==> config.mk <==
export PLATFORM = sky130hd
export DESIGN_NAME = mat_mul_seq
export DESIGN_NICKNAME = d
export VERILOG_FILES = /design/src/rtl/mat_mul_pkg.sv /design/src/rtl/mat_mul_seq_mac_step.sv /design/src/rtl/mat_mul_seq.sv
export SDC_FILE = /design/constraint.sdc
export NUM_CORES = 1
export LEC_CHECK = 0
export BUFFER_PORTS_ARGS = -buffer_cell sky130_fd_sc_hd__buf_4
export CAP_MARGIN = 20
export CELL_PAD_IN_SITES_DETAIL_PLACEMENT = 1
export CELL_PAD_IN_SITES_GLOBAL_PLACEMENT = 1
export CORE_MARGIN = 5
export CORE_UTILIZATION = 40
export DETAILED_ROUTE_END_ITERATION = 6
export PLACE_DENSITY_LB_ADDON = 0.1
export SLEW_MARGIN = 20
export SYNTH_ARGS = -nofsm -noshare
export SYNTH_HDL_FRONTEND = slang
export SYNTH_SLANG_ARGS = --single-unit
export TNS_END_PERCENT = 1
==> constraint.sdc <==
create_clock -name clk -period 8.5 [get_ports clk]
set_input_delay 0.425 -clock clk [delete_from_list [all_inputs] [get_ports clk]]
set_output_delay 0.425 -clock clk [all_outputs]
set_load 0.02 [all_outputs]
==> src/rtl/mat_mul_pkg.sv <==
// Shared defaults, FSM encoding and element addressing for the sequential
// N x N matrix multiplier. Build option: MAT_MUL_SIGNED_EN (see mac_step).
package mat_mul_pkg;

   localparam int N_DEF      = 3;
   localparam int DATA_W_DEF = 8;
   localparam int ACC_W_DEF  = 18;
   localparam int IDX_W_DEF  = 2;

   typedef enum logic [1:0] {
      IDLE = 2'd0,
      CALC = 2'd1,
      OUT  = 2'd2
   } state_t;

   // Bit offset of element (row, col) inside a row-major packed matrix whose
   // element [0][0] sits in the most significant w bits. Shifting the packed
   // matrix right by this amount leaves the element in the low w bits.
   function automatic int elem_shift(input int row, input int col,
                                     input int n, input int w);
      return (n * n - 1 - (row * n + col)) * w;
   endfunction

endpackage

==> src/rtl/mat_mul_seq_mac_step.sv <==
// One multiply-accumulate step: acc_o = acc_i + a_i * b_i, ACC_W wide.
// Build option MAT_MUL_SIGNED_EN: operands are two's complement and are
// sign-extended; otherwise they are zero-extended. The low ACC_W bits of the
// product are the same for both interpretations once extended, so only the
// extension differs.
module mac_step #(
   parameter int DATA_W = 8,
   parameter int ACC_W  = 18
) (
   input  logic [DATA_W-1:0] a_i,
   input  logic [DATA_W-1:0] b_i,
   input  logic [ACC_W-1:0]  acc_i,
   output logic [ACC_W-1:0]  acc_o
);

   logic [ACC_W-1:0] a_x;
   logic [ACC_W-1:0] b_x;

`ifdef MAT_MUL_SIGNED_EN
   assign a_x = {{(ACC_W-DATA_W){a_i[DATA_W-1]}}, a_i};
   assign b_x = {{(ACC_W-DATA_W){b_i[DATA_W-1]}}, b_i};
`else
   assign a_x = {{(ACC_W-DATA_W){1'b0}}, a_i};
   assign b_x = {{(ACC_W-DATA_W){1'b0}}, b_i};
`endif

   assign acc_o = acc_i + a_x * b_x;

endmodule

==> src/rtl/mat_mul_seq.sv <==
// Sequential N x N matrix multiply C = A*B sharing a single MAC step.
// Latches A/B on accept, spends N cycles per C element, then presents each
// element (row-major, tagged with row/col) until the consumer takes it.
// Build option MAT_MUL_SIGNED_EN selects two's-complement operands.
module mat_mul_seq
   import mat_mul_pkg::*;
#(
   parameter int N      = N_DEF,
   parameter int DATA_W = DATA_W_DEF,
   parameter int ACC_W  = ACC_W_DEF,
   parameter int IDX_W  = IDX_W_DEF
) (
   input  logic                  clk,
   input  logic                  rst,
   input  logic                  in_valid,
   output logic                  in_ready,
   input  logic [N*N*DATA_W-1:0] a_mat,
   input  logic [N*N*DATA_W-1:0] b_mat,
   output logic                  out_valid,
   input  logic                  out_ready,
   output logic [ACC_W-1:0]      out_data,
   output logic [IDX_W-1:0]      out_row,
   output logic [IDX_W-1:0]      out_col,
   output logic                  out_last,
   output logic                  busy
);

   localparam int               MAT_W    = N * N * DATA_W;
   localparam logic [IDX_W-1:0] LAST_IDX = IDX_W'(N - 1);

   state_t             state_q, state_d;
   logic [MAT_W-1:0]   a_q, a_d, b_q, b_d;
   logic [IDX_W-1:0]   i_q, i_d, j_q, j_d, k_q, k_d;
   logic [ACC_W-1:0]   acc_q, acc_d, mac_sum;
   logic [ACC_W-1:0]   data_q, data_d;
   logic [IDX_W-1:0]   row_q, row_d, col_q, col_d;
   logic               last_q, last_d, valid_q, valid_d;
   logic [DATA_W-1:0]  a_el, b_el;

   // Current product operands: A[i][k] and B[k][j] from the latched matrices.
   assign a_el = DATA_W'(a_q >> elem_shift(int'(i_q), int'(k_q), N, DATA_W));
   assign b_el = DATA_W'(b_q >> elem_shift(int'(k_q), int'(j_q), N, DATA_W));

   mac_step #(
      .DATA_W (DATA_W),
      .ACC_W  (ACC_W)
   ) u_mac (
      .a_i   (a_el),
      .b_i   (b_el),
      .acc_i (acc_q),
      .acc_o (mac_sum)
   );

   // Forced low during reset so nothing is accepted before the block is clean.
   assign in_ready  = (state_q == IDLE) && !rst;
   assign busy      = (state_q != IDLE);
   assign out_valid = valid_q;
   assign out_data  = data_q;
   assign out_row   = row_q;
   assign out_col   = col_q;
   assign out_last  = last_q;

   // Next-state and datapath updates for accept / accumulate / present.
   always_comb begin
      state_d = state_q;
      a_d     = a_q;
      b_d     = b_q;
      i_d     = i_q;
      j_d     = j_q;
      k_d     = k_q;
      acc_d   = acc_q;
      data_d  = data_q;
      row_d   = row_q;
      col_d   = col_q;
      last_d  = last_q;
      valid_d = valid_q;
      case (state_q)
         IDLE: begin
            if (in_valid && in_ready) begin
               a_d     = a_mat;
               b_d     = b_mat;
               i_d     = '0;
               j_d     = '0;
               k_d     = '0;
               acc_d   = '0;
               state_d = CALC;
            end
         end
         CALC: begin
            if (k_q == LAST_IDX) begin
               // Final product goes straight to the output register.
               data_d  = mac_sum;
               row_d   = i_q;
               col_d   = j_q;
               last_d  = (i_q == LAST_IDX) && (j_q == LAST_IDX);
               valid_d = 1'b1;
               state_d = OUT;
            end else begin
               acc_d = mac_sum;
               k_d   = k_q + 1'b1;
            end
         end
         OUT: begin
            if (out_ready) begin
               valid_d = 1'b0;
               if (last_q) begin
                  state_d = IDLE;
               end else begin
                  if (j_q == LAST_IDX) begin
                     j_d = '0;
                     i_d = i_q + 1'b1;
                  end else begin
                     j_d = j_q + 1'b1;
                  end
                  k_d     = '0;
                  acc_d   = '0;
                  state_d = CALC;
               end
            end
         end
         default: state_d = IDLE;
      endcase
   end

   // State and datapath registers; reset aborts any job in flight.
   always_ff @(posedge clk or posedge rst) begin
      if (rst) begin
         state_q <= IDLE;
         a_q     <= '0;
         b_q     <= '0;
         i_q     <= '0;
         j_q     <= '0;
         k_q     <= '0;
         acc_q   <= '0;
         data_q  <= '0;
         row_q   <= '0;
         col_q   <= '0;
         last_q  <= 1'b0;
         valid_q <= 1'b0;
      end else begin
         state_q <= state_d;
         a_q     <= a_d;
         b_q     <= b_d;
         i_q     <= i_d;
         j_q     <= j_d;
         k_q     <= k_d;
         acc_q   <= acc_d;
         data_q  <= data_d;
         row_q   <= row_d;
         col_q   <= col_d;
         last_q  <= last_d;
         valid_q <= valid_d;
      end
   end

endmodule

### Word level (Yosys, flattened, before mapping)

Index checks and enable logic that the tools add are counted.

| operators by class | value |
|---|---|
| $add $sub $neg | 8 |
| multipliers | 3 |
| equal/unequal tests | 11 |
| shift operators | 2 |
| mux-type cells | 26 |
| reduce and logical (&&, ||, !) cells | 16 |

Operators with widths:

| operator | number |
|---|---|
| $shr 72x32->8 | 2 |
| $mux 18 | 4 |
| $pmux 18 s3 | 1 |
| $mux 2 | 13 |
| $add 18x18->18 | 1 |
| $mul 8x8->16 | 1 |
| $pmux 2 s3 | 2 |
| $sub 4x5->6 const A | 2 |
| $add 4x2->5 | 2 |
| $ne 2x2->1 const B | 5 |
| $reduce_and 5->1 | 2 |
| $eq 2x2->1 const B | 4 |
| $mul 2x2->4 const B | 2 |
| $pmux 2 s2 | 2 |
| $add 2x1->2 const B | 3 |
| $reduce_and 3->1 | 2 |
| $reduce_bool 2->1 | 3 |
| $reduce_and 2->1 | 2 |
| $reduce_and 4->1 | 1 |
| $logic_and 1x1->1 | 3 |
| $mux 1 | 3 |
| $reduce_bool 3->1 | 1 |
| $eq 2x1->1 const B | 1 |
| $logic_not 2->1 | 1 |
| 3 further kinds | 3 |

| word-level totals | value |
|---|---|
| flip-flop bits (word level) | 194 |
| bits of input ports | 148 |
| output and inout port bits | 26 |
| logic and storage cells | 78 |

### Depth between registers and ports, before layout

| logic depth | value |
|---|---|
| word-level depth | 8 |
| gate-level depth with buffers | 35 |
| gate-level depth less buffers | 33 |

### By module

From an unflattened synthesis, not the netlist that was laid out.

| unflattened totals | value |
|---|---|
| cells, all modules | 943 |
| area, all modules | 11588.6 um2 |

By module, submodules not included:

| module | times used | cells each | area an instance (um2) | sequential area each (um2) |
|---|---|---|---|---|
| mat_mul_seq | 1 | 622 | 8924.8 | 4854.7 |
| mac_step | 1 | 321 | 2663.8 | 0.0 |

### Worst setup path after synthesis

Ideal clock, no wire load.

| path | value |
|---|---|
| path kind | register to register |
| start point | register i_q[0] |
| end point | register data_q[17], in the netlist out_data[17] |
| library setup time | 66 ps |
| data arrival time | 7687 ps |
| data required time | 8434 ps |
| path slack | 747 ps |
| stages on the path, launching flop included | 34 |
| path buffers | 2 |
| period minus slack after synthesis | 7753 ps |
| cell sequence | dfrtp_1 -> ha_1 -> ha_1 -> inv_1 -> ha_1 -> fa_1 -> buf_1 -> mux2_2 -> a22o_1 -> nand2_2 -> nor2_1 -> fa_1 -> inv_1 -> fa_1 -> inv_1 -> fa_1 -> inv_1 -> fa_1 -> inv_1 -> ha_1 -> o21ai_1 -> nand2b_1 -> a31oi_1 -> nor2_1 -> a221o_1 -> xnor2_1 -> ha_1 -> clkbuf_1 -> a21o_1 -> a21oi_1 -> or3_1 -> mux2i_1 -> a31oi_1 -> nand2_1 |

| between the ends | value |
|---|---|
| word-level cells in the longest chain between the ends | 6 |

Ends and longest elaborated chain:

| element | RTL line | RTL |
|---|---|---|
| start: declaration | mat_mul_seq.sv:33 | `logic [IDX_W-1:0] i_q, i_d, j_q, j_d, k_q, k_d;` |
| start signal: assignment | mat_mul_seq.sv:144 | `i_q <= i_d;` |
| $mul 2x2->4 | mat_mul_pkg.sv:21 | `return (n * n - 1 - (row * n + col)) * w;` |
| $add 4x2->5 | mat_mul_pkg.sv:21 |  |
| $sub 4x5->6 | mat_mul_pkg.sv:21 |  |
| $shr 72x32->8 | mat_mul_seq.sv:41 | `assign a_el = DATA_W'(a_q >> elem_shift(int'(i_q), int'(k_q), N, DATA_W));` |
| $mul 8x8->16 | mat_mul_seq_mac_step.sv:27 | `assign acc_o = acc_i + a_x * b_x;` |
| $add 18x18->18 | mat_mul_seq_mac_step.sv:27 |  |
| end signal: assignment | mat_mul_seq.sv:148 | `data_q <= data_d;` |
| end: declaration | mat_mul_seq.sv:35 | `logic [ACC_W-1:0] data_q, data_d;` |

Every way passes these cells.
A chain may end at the register's enable or synchronous reset.

### Worst setup path after layout

| path | value |
|---|---|
| start point | register j_q[1] |
| end point | register acc_q[17] |

| between the ends | value |
|---|---|
| word-level cells in the longest chain between the ends | 7 |

Ends and longest elaborated chain:

| element | RTL line | RTL |
|---|---|---|
| start: declaration | mat_mul_seq.sv:33 |  |
| start signal: assignment | mat_mul_seq.sv:145 | `j_q <= j_d;` |
| $add 4x2->5 | mat_mul_pkg.sv:21 |  |
| $sub 4x5->6 | mat_mul_pkg.sv:21 |  |
| $shr 72x32->8 | mat_mul_seq.sv:42 | `assign b_el = DATA_W'(b_q >> elem_shift(int'(k_q), int'(j_q), N, DATA_W));` |
| $mul 8x8->16 | mat_mul_seq_mac_step.sv:27 |  |
| $add 18x18->18 | mat_mul_seq_mac_step.sv:27 |  |
| $mux 18 | mat_mul_seq.sv:90 | `if (k_q == LAST_IDX) begin` |
| $pmux 18 s3 | mat_mul_seq.sv:77 | `case (state_q)` |
| end signal: assignment | mat_mul_seq.sv:134 | `acc_q <= '0;` |
| end signal: assignment | mat_mul_seq.sv:147 | `acc_q <= acc_d;` |
| end: declaration | mat_mul_seq.sv:34 | `logic [ACC_W-1:0] acc_q, acc_d, mac_sum;` |

Every way passes these cells. The select of a mux whose other input is x is not followed.

==> results.yml <==
run_status:
  status: "finished, final reports clean"
critical_path:
  path_max_fanout: 9
  cp_slowest_cell: "fa_1"
  cp.required_ns: 8.86
  slowest_delay_ns: 0.71
  rr_worst_depth: 29
  critPathLaunchType: "register"
  cp-end-kind: "register"
  arrival_ns: 8.43
  crit_type: "register to register"
synthesis:
  ys_seq_area_frac: 0.4076
  syn-cell-area_um2: 11910
  synth-compound-area-share: 0.08225
  synth_fa_ha_area_frac: 0.1382
  synth_ff_type: "dfrtp_1"
  synth_simple_gate_area_frac: 0.08655
  synth_edf_count: 0
  synth_xor_area_frac: 0.01691
  synthArstFlopShare: 1.000
  ys_ff_latch: 194
  synth_warnings: 0
  muxShareOfSynthArea: 0.2182
  syn_nets: 1256
  syn_inst: 1001
  synth_cell_type_count: 58
  postSynthAreaPerCell_um2: 11.90
  synth_top_family_by_area: "multiplexers"
routing:
  avgRoutedWirePerCell_um: 19.54
  first_pass_iters: 4
  finalWirelength_mm: 30.57
  vias_per_cell: 5.185
  ant_nets: 0
  vias: 8109
  drt_iter0_drc: 319
  drcViolationCount: 0
clock_tree:
  cts_tree: "done"
  cts.repair.resized: 0
  post_cts_buffers: 0
  cts_made_buffers: 17
  clock_sinks: 194
  clk_latency_ns: 0.46
  cts_buffer_depth: 2
  root_buffer: "clkbuf_16"
  hold_buffers: 0
  path_clk_slew_ns: 0.08
  htree_num_levels: 4
timing:
  clock_skew_ns: 0.01355
  finalHoldViolations: 0
  maxClockFrequency_ghz: 0.1239
  period_share: 0.9496
  slew_viol_final: 0
  finalSetupViolCount: 0
  relSlewSlack: 0.3038
  grt_setup_unrepaired: "true"
  setup_tns_ns: 0
  fin_crit_ns: 8.071
  worst_pin_slew_ns: 1.040
grt:
  grt_use_total: 0.1899
  grt_pass1_wl_mm: 50.05
  grt_pass1_vias: 9179
  overflow: 0
  grt_max_degree: 122
  antenna_found_initial: 1
floorplan:
  dieArea_um2: 33330
  core.rowCount: 63
  core_area_um2: 29560
  start_util: 0.4030
  ios: 174
  die_h_um: 182.6
  die_w_um: 182.6
finish:
  nets: 1416
  drive_above_1_share: 0.2402
  antenna_cells: 0
  syn2layout_area_growth_pct: 18.93
placed_design:
  io_buffers: 173
  place.gp.congestion: 0.8290
  dp_hpwl_mm: 23.49
run:
  maxCapViolCount: 0
hold_path:
  hp-class: "primary input to asynchronous set/reset pin"
-- sequential cells by signal, indices dropped and copies added (netlist names), 18 cells and up --
name,flops
acc_q,18
a_q,72
out_data,18
b_q,72
-- cell usage after synthesis, drive strengths merged, types with 19 or more instances --
master	n	area [um2]
dfrtp	194	4855
mux2	160	1802
inv	73	274.0
nor2	73	297.8
nand2	72	312.8
ha	66	825.8
o21ai	49	245.2
fa	41	820.8
mux4	32	777.0
buf	28	237.7
a21oi	27	135.1
clkbuf	21	78.83
nand4	20	125.1
a22o	19	193.9
-- metal layers --
| layer | share of wire | track usage | up-vias |
|---|---|---|---|
| met5 | 0.00043 | 0 | - |
| met4 | 0.012 | 0.04833 | 2 |
| met3 | 0.043 | 0.04644 | 24 |
| met2 | 0.50 | 0.3223 | 122 |
| met1 | 0.45 | 0.2447 | 4098 |
| li1 | - | - | 3863 |
-- layout by cell type, fill, tap and decap left out, drive strengths merged, types with 2 or more instances in the layout --
master,count
and2,2
clkinv,6
inv,77
clkbuf,19
nor4,2
dfrtp,194
nand2b,7
o21a,7
fa,41
a31oi,7
xnor2,17
o211ai,3
o21bai,5
o31ai,8
nor2,73
mux4,32
a211oi,4
mux2,160
clkinvlp,2
buf,191
xor2,6
nor2b,3
a21o,11
nand4,20
a22o,19
nand3,17
and3,3
nor3,9
ha,66
o21ai,49
nand2,72
a21oi,27
a31o,3
mux2i,2
-- layout make-up --
class / count / area (um2)
repair buffers: 191 / 1471
clock buffers: 19 / 442.9
flip-flops and latches: 194 / 4855
multi-input cells: 684 / 6480
fillers: 3147 / 15390
inverters: 73 / 281.5
clock inverters: 13 / 147.6
well taps: 390 / 488.0
-- critical path: cells and delay by family (launching register included) --
family / cells / cell delay [ns]
fa+ha+maj: 10 / 4.18
buf+inv: 3 / 0.14
xor+xnor: 1 / 0.14
flops: 1 / 0.44
simple gates: 5 / 1.20
compound gates: 10 / 1.90
-- worst paths after layout --
kind | end | start | slack (ns)
worst max-delay path | acc_q[17] | j_q[1] | 0.43
worst max register to register | acc_q[17] | j_q[1] | 0.43
max in group asynchronous | b_q[67] | rst | 6.85
worst min register to register | j_q[0] | j_q[0] | 0.48
worst min-delay path | out_valid | rst | 0.15
min in group clk | state_q[1] | out_ready | 0.15
-- metrics by stage --
step / hold slack, ns / area (um2) / util / std cells / setup WS, ns
floorplan: 0.4451 / 11910 / - / 1001 / 0.7472
global placement: 0.4598 / 13550 / 0.4585 / 1532 / 0.4996
detailed placement: 0.4684 / 13550 / 0.4585 / 1532 / 0.3665
CTS: 0.1150 / 14140 / 0.4785 / 1564 / 0.3168
global route: 0.1358 / 14170 / 0.4792 / 1564 / -0.1091
finish: 0.1478 / 14170 / 0.4792 / 1564 / 0.4287
-- cell families (layout without fill, tap and decap cells) --
group,after synthesis,after routing
flip-flops,194,194
XOR/XNOR,23,23
AO/OA/AOI/OAI,148,148
AND/OR/NAND/NOR,212,212
adder cells (fa/ha/maj),107,107
multiplexers,194,194
buffers and inverters,123,296
Power is not shown: default switching activity piles up to over one toggle a cycle in this logic, so the estimate is an artifact.
